## config.mk

```make
export PLATFORM = sky130hd
export DESIGN_NAME = fft_sample_loader
export DESIGN_NICKNAME = d
export VERILOG_FILES = /design/src/rtl/fft_sample_loader.sv
export SDC_FILE = /design/constraint.sdc
export NUM_CORES = 1
export LEC_CHECK = 0
export ABC_AREA = 1
export CORE_MARGIN = 2
export CORE_UTILIZATION = 39
export CTS_BUF_LIST = sky130_fd_sc_hd__clkbuf_4 sky130_fd_sc_hd__clkbuf_8
export DETAILED_ROUTE_END_ITERATION = 7
export GPL_TIMING_DRIVEN = 0
export PLACE_DENSITY = 0.78
export SYNTH_ARGS = -nofsm -noshare
export SYNTH_HDL_FRONTEND = slang
export SYNTH_SLANG_ARGS = --single-unit
export TNS_END_PERCENT = 5
```

## constraint.sdc

```tcl
create_clock -name clk -period 1.3 [get_ports clk]
set_clock_uncertainty 0.15 [all_clocks]
set_input_delay 0.13 -clock clk [delete_from_list [all_inputs] [get_ports clk]]
set_output_delay 0.13 -clock clk [all_outputs]
set_load 0.01 [all_outputs]
```

## src/rtl/fft_sample_loader.sv

```systemverilog
// FFT input stage: accepts one complex sample per handshake, writes it to the working RAM
// at its bit-reversed address, and pulses fft_start once a whole frame is in place.
module fft_sample_loader #(
  parameter int N_SAMPLES = 32,
  parameter int LOG2N     = 5,
  parameter int DATA_W    = 16
) (
  input  logic                  clk,
  input  logic                  n_rst,
  input  logic                  load_start,
  input  logic                  load_abort,
  input  logic                  in_valid,
  input  logic [DATA_W-1:0]     in_real,
  input  logic [DATA_W-1:0]     in_imag,
  output logic                  in_ready,
  output logic                  mem_we,
  output logic [LOG2N-1:0]      mem_addr,
  output logic [2*DATA_W-1:0]   mem_wdata,
  output logic                  load_busy,
  output logic [LOG2N:0]        sample_count,
  output logic                  fft_start
);

  typedef enum logic [1:0] {IDLE, LOAD, FLUSH, START} state_t;

  state_t                state_q;
  logic [LOG2N:0]        count_q;
  logic                  mem_we_q;
  logic [LOG2N-1:0]      mem_addr_q;
  logic [2*DATA_W-1:0]   mem_wdata_q;
  logic                  fft_start_q;

  logic [LOG2N:0]        count_d;
  logic [LOG2N-1:0]      mem_addr_d;
  logic [2*DATA_W-1:0]   mem_wdata_d;
  logic                  last_sample;

  // Bit reversal of the low count bits is pure wiring.
  for (genvar gi = 0; gi < LOG2N; gi++) begin : g_bitrev
    assign mem_addr_d[gi] = count_q[LOG2N-1-gi];
  end

  assign count_d     = count_q + (LOG2N+1)'(1);
  assign mem_wdata_d = {in_real, in_imag};
  assign last_sample = (count_q == (LOG2N+1)'(N_SAMPLES-1));

  always_ff @(posedge clk or negedge n_rst) begin
    if (!n_rst) begin
      state_q     <= IDLE;
      count_q     <= '0;
      mem_we_q    <= 1'b0;
      mem_addr_q  <= '0;
      mem_wdata_q <= '0;
      fft_start_q <= 1'b0;
    end else begin
      mem_we_q    <= 1'b0;
      fft_start_q <= 1'b0;
      case (state_q)
        IDLE: begin
          if (load_start) begin
            state_q <= LOAD;
            count_q <= '0;
          end
        end
        LOAD: begin
          // Abort wins over a simultaneous accept; that sample is dropped.
          if (load_abort) begin
            state_q <= IDLE;
            count_q <= '0;
          end else if (in_valid) begin
            mem_we_q    <= 1'b1;
            mem_addr_q  <= mem_addr_d;
            mem_wdata_q <= mem_wdata_d;
            count_q     <= count_d;
            if (last_sample) begin
              state_q <= FLUSH;
            end
          end
        end
        FLUSH: begin
          if (load_abort) begin
            state_q <= IDLE;
            count_q <= '0;
          end else begin
            state_q     <= START;
            fft_start_q <= 1'b1;
          end
        end
        START: begin
          state_q <= IDLE;
          count_q <= '0;
        end
        default: begin
          state_q <= IDLE;
          count_q <= '0;
        end
      endcase
    end
  end

  assign in_ready     = (state_q == LOAD);
  assign load_busy    = (state_q != IDLE);
  assign mem_we       = mem_we_q;
  assign mem_addr     = mem_addr_q;
  assign mem_wdata    = mem_wdata_q;
  assign sample_count = count_q;
  assign fft_start    = fft_start_q;

endmodule
```

==> metrics.md, run 1 <==
| Metric | Value |
|---|---|
| Outcome | finished, violations left |
| Failing checks | negative setup slack |
| Unrepaired setup endpoints after global routing | true |
| DR pass1 iterations | 4 |
| Max rail drop VDD | 1020 µV |
| Switching Share | 0.347 |
| Final hold violation count | 0 |
| CTS tree | yes |
| # setup viols final | 47 |
| Relative slew slack | 0.661 |
| Total power divided by cell area | between 1500 and 2000 mW/mm² |
| Clk pwr share | 0.182 |
| HPWL Detailed | ~3.3 mm |
| Most common library cells after synthesis | nand2_1 (116), dfrtp_1 (47), nor2_1 (16) |
| DRC errors left | 0 |
| Vias in the first global route | about 1.7k |
| Syn nets | 262 |
| Switching power | 1.99 mW |
| Layout cells sized above 1 | 0.151 |
| Synthesis-to-finish area growth | 57.6% |
| Design Area, Final | approximately 0.0031 mm² |
| Core Rows | 25 |
| Die height | 74.7 µm |
| CP Data Required Time | 1.34 ns |
| Gr usage total | 0.180 |
| Unique masters post-synth | 23 |
| First-pass GRT wire length | between 7 and 8 mm |
| Max Fclk | approximately 670 MHz |
| Top cell type's share of synthesized area | 0.604 |
| Number of DRC markers in iteration 0 | 47 |
| GP Congestion | approximately 0.9 |
| Fillers | roughly 400 |
| Initial Util | 0.409 |
| Most common cell in the synthesized netlist | nand2_1 |
| Post-synth EDFFs | 0 |
| Post-Synthesis Cell Area | 0.00195 mm² |
| Synth top area cells | dfrtp_1 (60%), nand2_1 (22%), nor2_1 (3.1%) |
| Pin count of the biggest net entering global routing | 27 |
| Maximum capacitance violations | 0 |
| Avg Cell Area, Syn | 8.69 µm² |
| Ys async rst share | 1.00 |
| Clk_lat worst skew | 0.29 ns |
| Worst-Margin Slew | slightly above 0.5 ns |
| H-tree Lvls | 2 |
| Internal | between 3 and 4 mW |
| CP Class | register to register |
| Ant diodes | 0 |
| Placed cell areas | a little under 0.003 mm² |
| Combinational power share | 0.417 |
| Startpoint Class | register |
| CTS clock-pin slew for the worst setup and hold paths | 0.08 ns |
| Initial antenna violation count | 0 |
| Die Footprint | 0.00557 mm² |
| Port Buffers | between 80 and 90 |
| Tmin final | ~1.5 ns |
| Root Driver | clkbuf_8 |
| Hold WC Path Type | primary input to asynchronous set/reset pin |
| Total CTS buffers | 5 |
| Die Wd | roughly 75 µm |
| GR Overflow Total | 0 |
| Post-synthesis sequential area ratio | 0.604 |
| Clk sinks | 47 |
| Final setup margin | -0.189 ns |
| Core area | around 0.0048 mm² |
| ANT nets after route | 0 |
| Inst Count DP | between 300 and 400 |
| I/O Pins | 84 |
| Final Cycle Share | 1.15 |
| Power share of the sequential group | 0.401 |
| WL/cell | 11.8 µm |
| Nets | 363 |
| Synthesis-stage register bit count | 47 |
| Arrival time worst endpoint | 1.53 ns |
| Maximum root-to-sink buffer count | 2 |
| Post-synth top area cell | dfrtp_1 |
| Routed vias | approximately 1.7k |
| Drt total wl | ~4.6 mm |
| Cell Count, Final, Fillers Out | a little under 400 |
| Post-Synthesis Cells | 224 |
| Yosys warnings | 0 |
| Fin. max-slew vios | 0 |
| Crit path max fanout | 10 |
| Leakage | 1.65 nW |
| Crit. End Element | register |
| Dominant synthesized flop cell | dfrtp_1 |
| Vias per cell | 4.40 |
[layout by cell type, fill, tap and decap left out, types with 2 or more instances in the layout]
cell / count
nand2_1: 113
dfrtp_1: 44
dlygate4sd2_1: 39
clkdlybuf4s50_1: 35
nor2_1: 15
inv_1: 11
buf_6: 7
clkdlybuf4s15_1: 6
buf_4: 6
buf_2: 5
clkbuf_8: 5
nand3_2: 3
nor2_2: 3
nand2_2: 3
a21oi_1: 3
o21ai_1: 3
dfrtp_2: 3
inv_4: 2
nand2_4: 2
nor2_4: 2
nand3_1: 2
[critical path, cell delays in order (launching register included)]
cell     delay [ns]
dfrtp_1        0.42
buf_6          0.13
inv_4          0.04
nand2_4        0.05
nor2_4         0.12
nand2_4        0.09
buf_6          0.14
buf_8          0.13
nand2_1        0.05
nand2_1        0.05
[area by class of cell]
cell class                      instances  area (µm²)  area share
Sequential cell                        47        1180       0.384
Timing Repair Buffer                   94         876       0.285
Multi-Input combinational cell        156         696       0.227
Tap cell                               67        83.8      0.0273
Clock buffer                            6        76.3      0.0249
Buffer                                  7        70.1      0.0228
Inverter                               14        57.6      0.0188
Clock inverter                          1        30.0     0.00978
[per-stage QoR]
| step | power (mW) | hold slack [ns] | utilization | TNS [ns] | setup WS, ns |
|---|---|---|---|---|---|
| finish | 5.73 | 0.184 | 0.646 | -6.38 | -0.189 |
| global route | 6.16 | 0.211 | 0.646 | -9.90 | -0.257 |
| CTS | 5.74 | 0.198 | 0.639 | -7.29 | -0.214 |
| detailed placement | 4.95 | -0.0175 | 0.606 | -9.95 | -0.328 |
| global placement | 4.88 | 0.311 | 0.603 | -73.52 | -1.53 |
| floorplan | 3.47 | -0.316 | - | -0.0945 | -0.00944 |
[kinds of logic after synthesis]
group	share of synthesized area
buffers and inverters	0.0566
AND/OR/NAND/NOR	0.303
AO/OA/AOI/OAI	0.0296
flip-flops	0.604
adder cells (fa/ha/maj)	0.00643
[flip-flops by register name, summed over array words and instances (netlist names)]
name and count:
mem_we 1, state_q 2, fft_start 1, mem_addr 5, mem_wdata 32, sample_count 6
[routing by layer]
metal	global-route usage	wire (µm)	share of wire
met2	0.301	2210	0.48
met3	0.0509	282	0.061
met4	0.0536	56	0.012
met1	0.228	2080	0.45
met5	0	0	0
[power by group through the flow]
stage | sequential (mW) | combinational (mW) | clock, mW
floorplan | 2.57 | 0.898 | 0
global placement | 2.32 | 2.56 | 0
detailed placement | 2.33 | 2.62 | 0
CTS | 2.30 | 2.38 | 1.06
global route | 2.36 | 2.66 | 1.14
finish | 2.30 | 2.39 | 1.04
[worst paths after layout]
| kind | cells past startpoint | slack, ns | end | startpoint |
|---|---|---|---|---|
| max | 9 | -0.19 | mem_wdata[4]$_DFFE_PN0P_ | state_q[1]$_DFFE_PN0P_ |
| min | 2 | 0.18 | fft_start$_DFF_PN0_ | n_rst |
| max reg2reg | 9 | -0.19 | mem_wdata[4]$_DFFE_PN0P_ | state_q[1]$_DFFE_PN0P_ |
| min reg2reg | 2 | 0.33 | mem_wdata[9]$_DFFE_PN0P_ | mem_wdata[9]$_DFFE_PN0P_ |
| max in group asynchronous | 3 | 0.29 | sample_count[0]$_DFFE_PN0P_ | n_rst |
| min in group clk | 3 | 0.21 | mem_wdata[25]$_DFFE_PN0P_ | in_real[9] |
[repair_timing]
action | 4_1_cts | 5_1_grt
gates resized for setup | 69 | 13
buffers inserted | 8 | 0
endpoints found under the setup margin | 90 | 53
hold endpoints to repair | 21 | 0
hold buffers | 1 | 0
gates cloned | 1 | 0
pin swaps | 6 | 5
(Power assumes the default switching activity.)
==> run 2, diff against run 1 <==
- CAP_MARGIN: unset -> 20
- PLACE_DENSITY: 0.78 -> unset
- PLACE_DENSITY_LB_ADDON: unset -> 0.2
==> run 2 against run 1 <==
  * The run still ends with negative setup slack left
  * Total power fell by 2.1%
  * Non-clock buffer count fell by 4
  * Global-route usage fell by 0.85 points
  * Clock power fell by 9.6%
  * Utilization fell by 0.29 points
  * Sequential share of layout area rose by 0.13 points
  * Maximum frequency rose by 1.4%
  * Combinational power barely moved
  * Critical path depth fell by 1
  * Clock-buffer cell count did not move
  * Die area did not move
  * Sequential cell count did not move
  * Critical endpoint unchanged
  * Largest cell class unchanged
==> metrics.md, run 2 (synthesized netlist as in run 1, its figures left out) <==
| Metric | Value |
|---|---|
| Outcome | finished, violations left (unchanged) |
| Failing checks | negative setup slack (unchanged) |
| Fin. max-slew vios | 0 (unchanged) |
| Die Wd | 74.7 µm (unchanged) |
| Max rail drop VDD | 1190 µV (was 1020 µV) |
| Design Area, Final | 0.00306 mm² (was 0.00307 mm²) |
| Drt total wl | 4.62 mm (was 4.63 mm) |
| Clk pwr share | 0.168 (was 0.182) |
| Worst-Margin Slew | 0.560 ns (was 0.508 ns) |
| First-pass GRT wire length | 7.19 mm (was 7.57 mm) |
| Gr usage total | 0.171 (was 0.180) |
| Critical Path Source | state_q[1]$_DFFE_PN0P_ (unchanged) |
| Met3 GRT Util | 0.0495 (was 0.0509) |
| GRT busiest layer | met2 (unchanged) |
| R2R depth | 8 (was 9) |
| ANT nets after route | 0 (unchanged) |
| Switching Share | 0.362 (was 0.347) |
| Internal | 3.58 mW (was 3.74 mW) |
| Ant diodes | 0 (unchanged) |
| Root Driver | clkbuf_8 (unchanged) |
| Core area | 0.00475 mm² (unchanged) |
| CP Data Required Time | 1.34 ns (about the same) |
| Maximum capacitance violations | 0 (unchanged) |
| Nets | 359 (was 363) |
| Switching power | 2.03 mW (was 1.99 mW) |
| Startpoint Class | register (unchanged) |
| Clk_lat worst skew | 0.30 ns (was 0.29 ns) |
| # setup viols final | 46 (was 47) |
| Relative slew slack | 0.627 (was 0.661) |
| Setup crit end | mem_wdata[4]$_DFFE_PN0P_ (unchanged) |
| Commonest non-fill, non-tap cell in the layout | nand2_1 (unchanged) |
| Routed vias | 1735 (was 1725) |
| Maximum root-to-sink buffer count | 2 (unchanged) |
| DR pass1 iterations | 6 (was 4) |
| Pwr Total | 5.61 mW (was 5.73 mW) |
| HPWL Detailed | 3.37 mm (was 3.34 mm) |
| Port Buffers | 83 (unchanged) |
| Post-layout util | 0.643 (was 0.646) |
| Tmin final | 1.47 ns (was 1.49 ns) |
| WL/cell | 11.9 µm (was 11.8 µm) |
| Final setup margin | -0.169 ns (was -0.189 ns) |
| Most frequent cells in the layout | nand2_1 (113), dfrtp_1 (45), clkdlybuf4s50_1 (35) (was nand2_1 (113), dfrtp_1 (44), dlygate4sd2_1 (39)) |
| Arrival time worst endpoint | 1.51 ns (was 1.53 ns) |
| R2R Setup Slk | -0.17 ns (was -0.19 ns) |
| Final Cycle Share | 1.13 (was 1.15) |
| DRC errors left | 0 (unchanged) |
| Initial antenna violation count | 0 (unchanged) |
| CTS tree | yes (unchanged) |
| Initial Util | 0.409 (unchanged) |
| Leakage | 1.62 nW (was 1.65 nW) |
| Inst Count DP | 375 (unchanged) |
| Vias per cell | 4.46 (was 4.40) |
| Die height | 74.7 µm (unchanged) |
| Power share of the sequential group | 0.408 (was 0.401) |
| Die Footprint | 0.00557 mm² (unchanged) |
| GR Util met2 | 0.285 (was 0.301) |
| I/O Pins | 84 (unchanged) |
| Total power divided by cell area | 1840 mW/mm² (was 1870 mW/mm²) |
| Unrepaired setup endpoints after global routing | true (unchanged) |
| Capturing point of the worst reg2reg path | mem_wdata[4]$_DFFE_PN0P_ (unchanged) |
| Final hold violation count | 0 (unchanged) |
| Clk sinks | 47 (unchanged) |
| GR Overflow Total | 0 (unchanged) |
| Combinational power share | 0.424 (was 0.417) |
| Placed cell areas | 0.00288 mm² (unchanged) |
| Number of DRC markers in iteration 0 | 88 (was 47) |
| Vias in the first global route | 1568 (was 1671) |
| H-tree Lvls | 2 (unchanged) |
| Synthesis-to-finish area growth | 56.9% (was 57.6%) |
| Core Rows | 25 (unchanged) |
| Hold WC Path Type | primary input to asynchronous set/reset pin (unchanged) |
| Layout cells sized above 1 | 0.143 (was 0.151) |
| Crit path max fanout | 10 (unchanged) |
| Pin count of the biggest net entering global routing | 25 (was 27) |
| Cell Count, Final, Fillers Out | 389 (was 392) |
| Grt met1 use | 0.215 (was 0.228) |
| Max Fclk | 681 MHz (was 672 MHz) |
| Total CTS buffers | 5 (unchanged) |
| Worst r2r src | state_q[1]$_DFFE_PN0P_ (unchanged) |
| GP Congestion | 0.821 (was 0.884) |
| CP Class | register to register (unchanged) |
| Number of flip-flops under the largest register name | 32 (unchanged) |
| Crit. End Element | register (unchanged) |
| CTS clock-pin slew for the worst setup and hold paths | 0.09 ns (was 0.08 ns) |
run 2: changes by cell type in the layout (fill, tap and decap cells not counted), sizes merged:
| cell | previous run | this run |
|---|---|---|
| buf | 20 | 17 |
| bufinv | 1 | 0 |
| dlygate4sd2 | 39 | 34 |
| clkdlybuf4s15 | 6 | 10 |
| clkinvlp | 0 | 1 |
| clkinv | 0 | 1 |
run 2: power by group through the flow:
stage	clock network [mW]	registers, mW	logic, mW
floorplan	0	2.57	0.898
global placement	0	2.31	2.57
detailed placement	0	2.33	2.63
CTS	0.962	2.29	2.34
global route	1.02	2.36	2.67
finish	0.940	2.29	2.38
run 2: worst min path at each step:
stage | from | end
finish | n_rst | mem_wdata[13]$_DFFE_PN0P_
floorplan | n_rst | fft_start$_DFF_PN0_
global route | in_imag[14] | mem_wdata[14]$_DFFE_PN0P_
global placement | mem_wdata[6]$_DFFE_PN0P_ | mem_wdata[6]$_DFFE_PN0P_
CTS | in_imag[14] | mem_wdata[14]$_DFFE_PN0P_
detailed placement | n_rst | state_q[1]$_DFFE_PN0P_
run 2: layout make-up:
class | instances | area (µm²)
Fill cell | 427 | 1700
Sequential cell | 47 | 1180
Timing Repair Buffer | 90 | 846
Multi-Input combinational cell | 156 | 709
Tap cell | 67 | 83.8
Clock buffer | 6 | 82.6
Buffer | 7 | 78.8
Inverter | 14 | 60.1
Clock inverter | 2 | 16.3
run 2: through the flow:
step | hold slack (ns) | setup TNS [ns] | setup WS [ns]
floorplan | -0.316 | -0.0945 | -0.00944
finish | 0.197 | -3.64 | -0.169
CTS | 0.193 | -4.28 | -0.219
global placement | 0.310 | -74.52 | -1.55
global route | 0.189 | -6.68 | -0.233
detailed placement | 0.00414 | -10.02 | -0.298
run 2: per-layer routing:
layer / vias up / share of wire
li1: 873 / -
met1: 802 / 0.44
met2: 52 / 0.48
met3: 8 / 0.059
met4: 0 / 0.016
met5: - / 0
run 2: what timing repair did:
item | CTS | global route
pin swaps | 1 | 3
resized for setup | 69 | 21
endpoints found under the setup margin | 90 | 59
hold endpoints to repair | 23 | 0
setup buffers | 4 | 1
hold buffers | 1 | 0
run 2: critical path, cell delays in order, from the launching register on:
cell     delay (ns)
dfrtp_2        0.45
inv_2          0.08
nand2_4        0.06
nor2_4         0.13
nand2_4        0.09
buf_6          0.16
buf_6          0.14
nand2_1        0.05
nand2_1        0.05
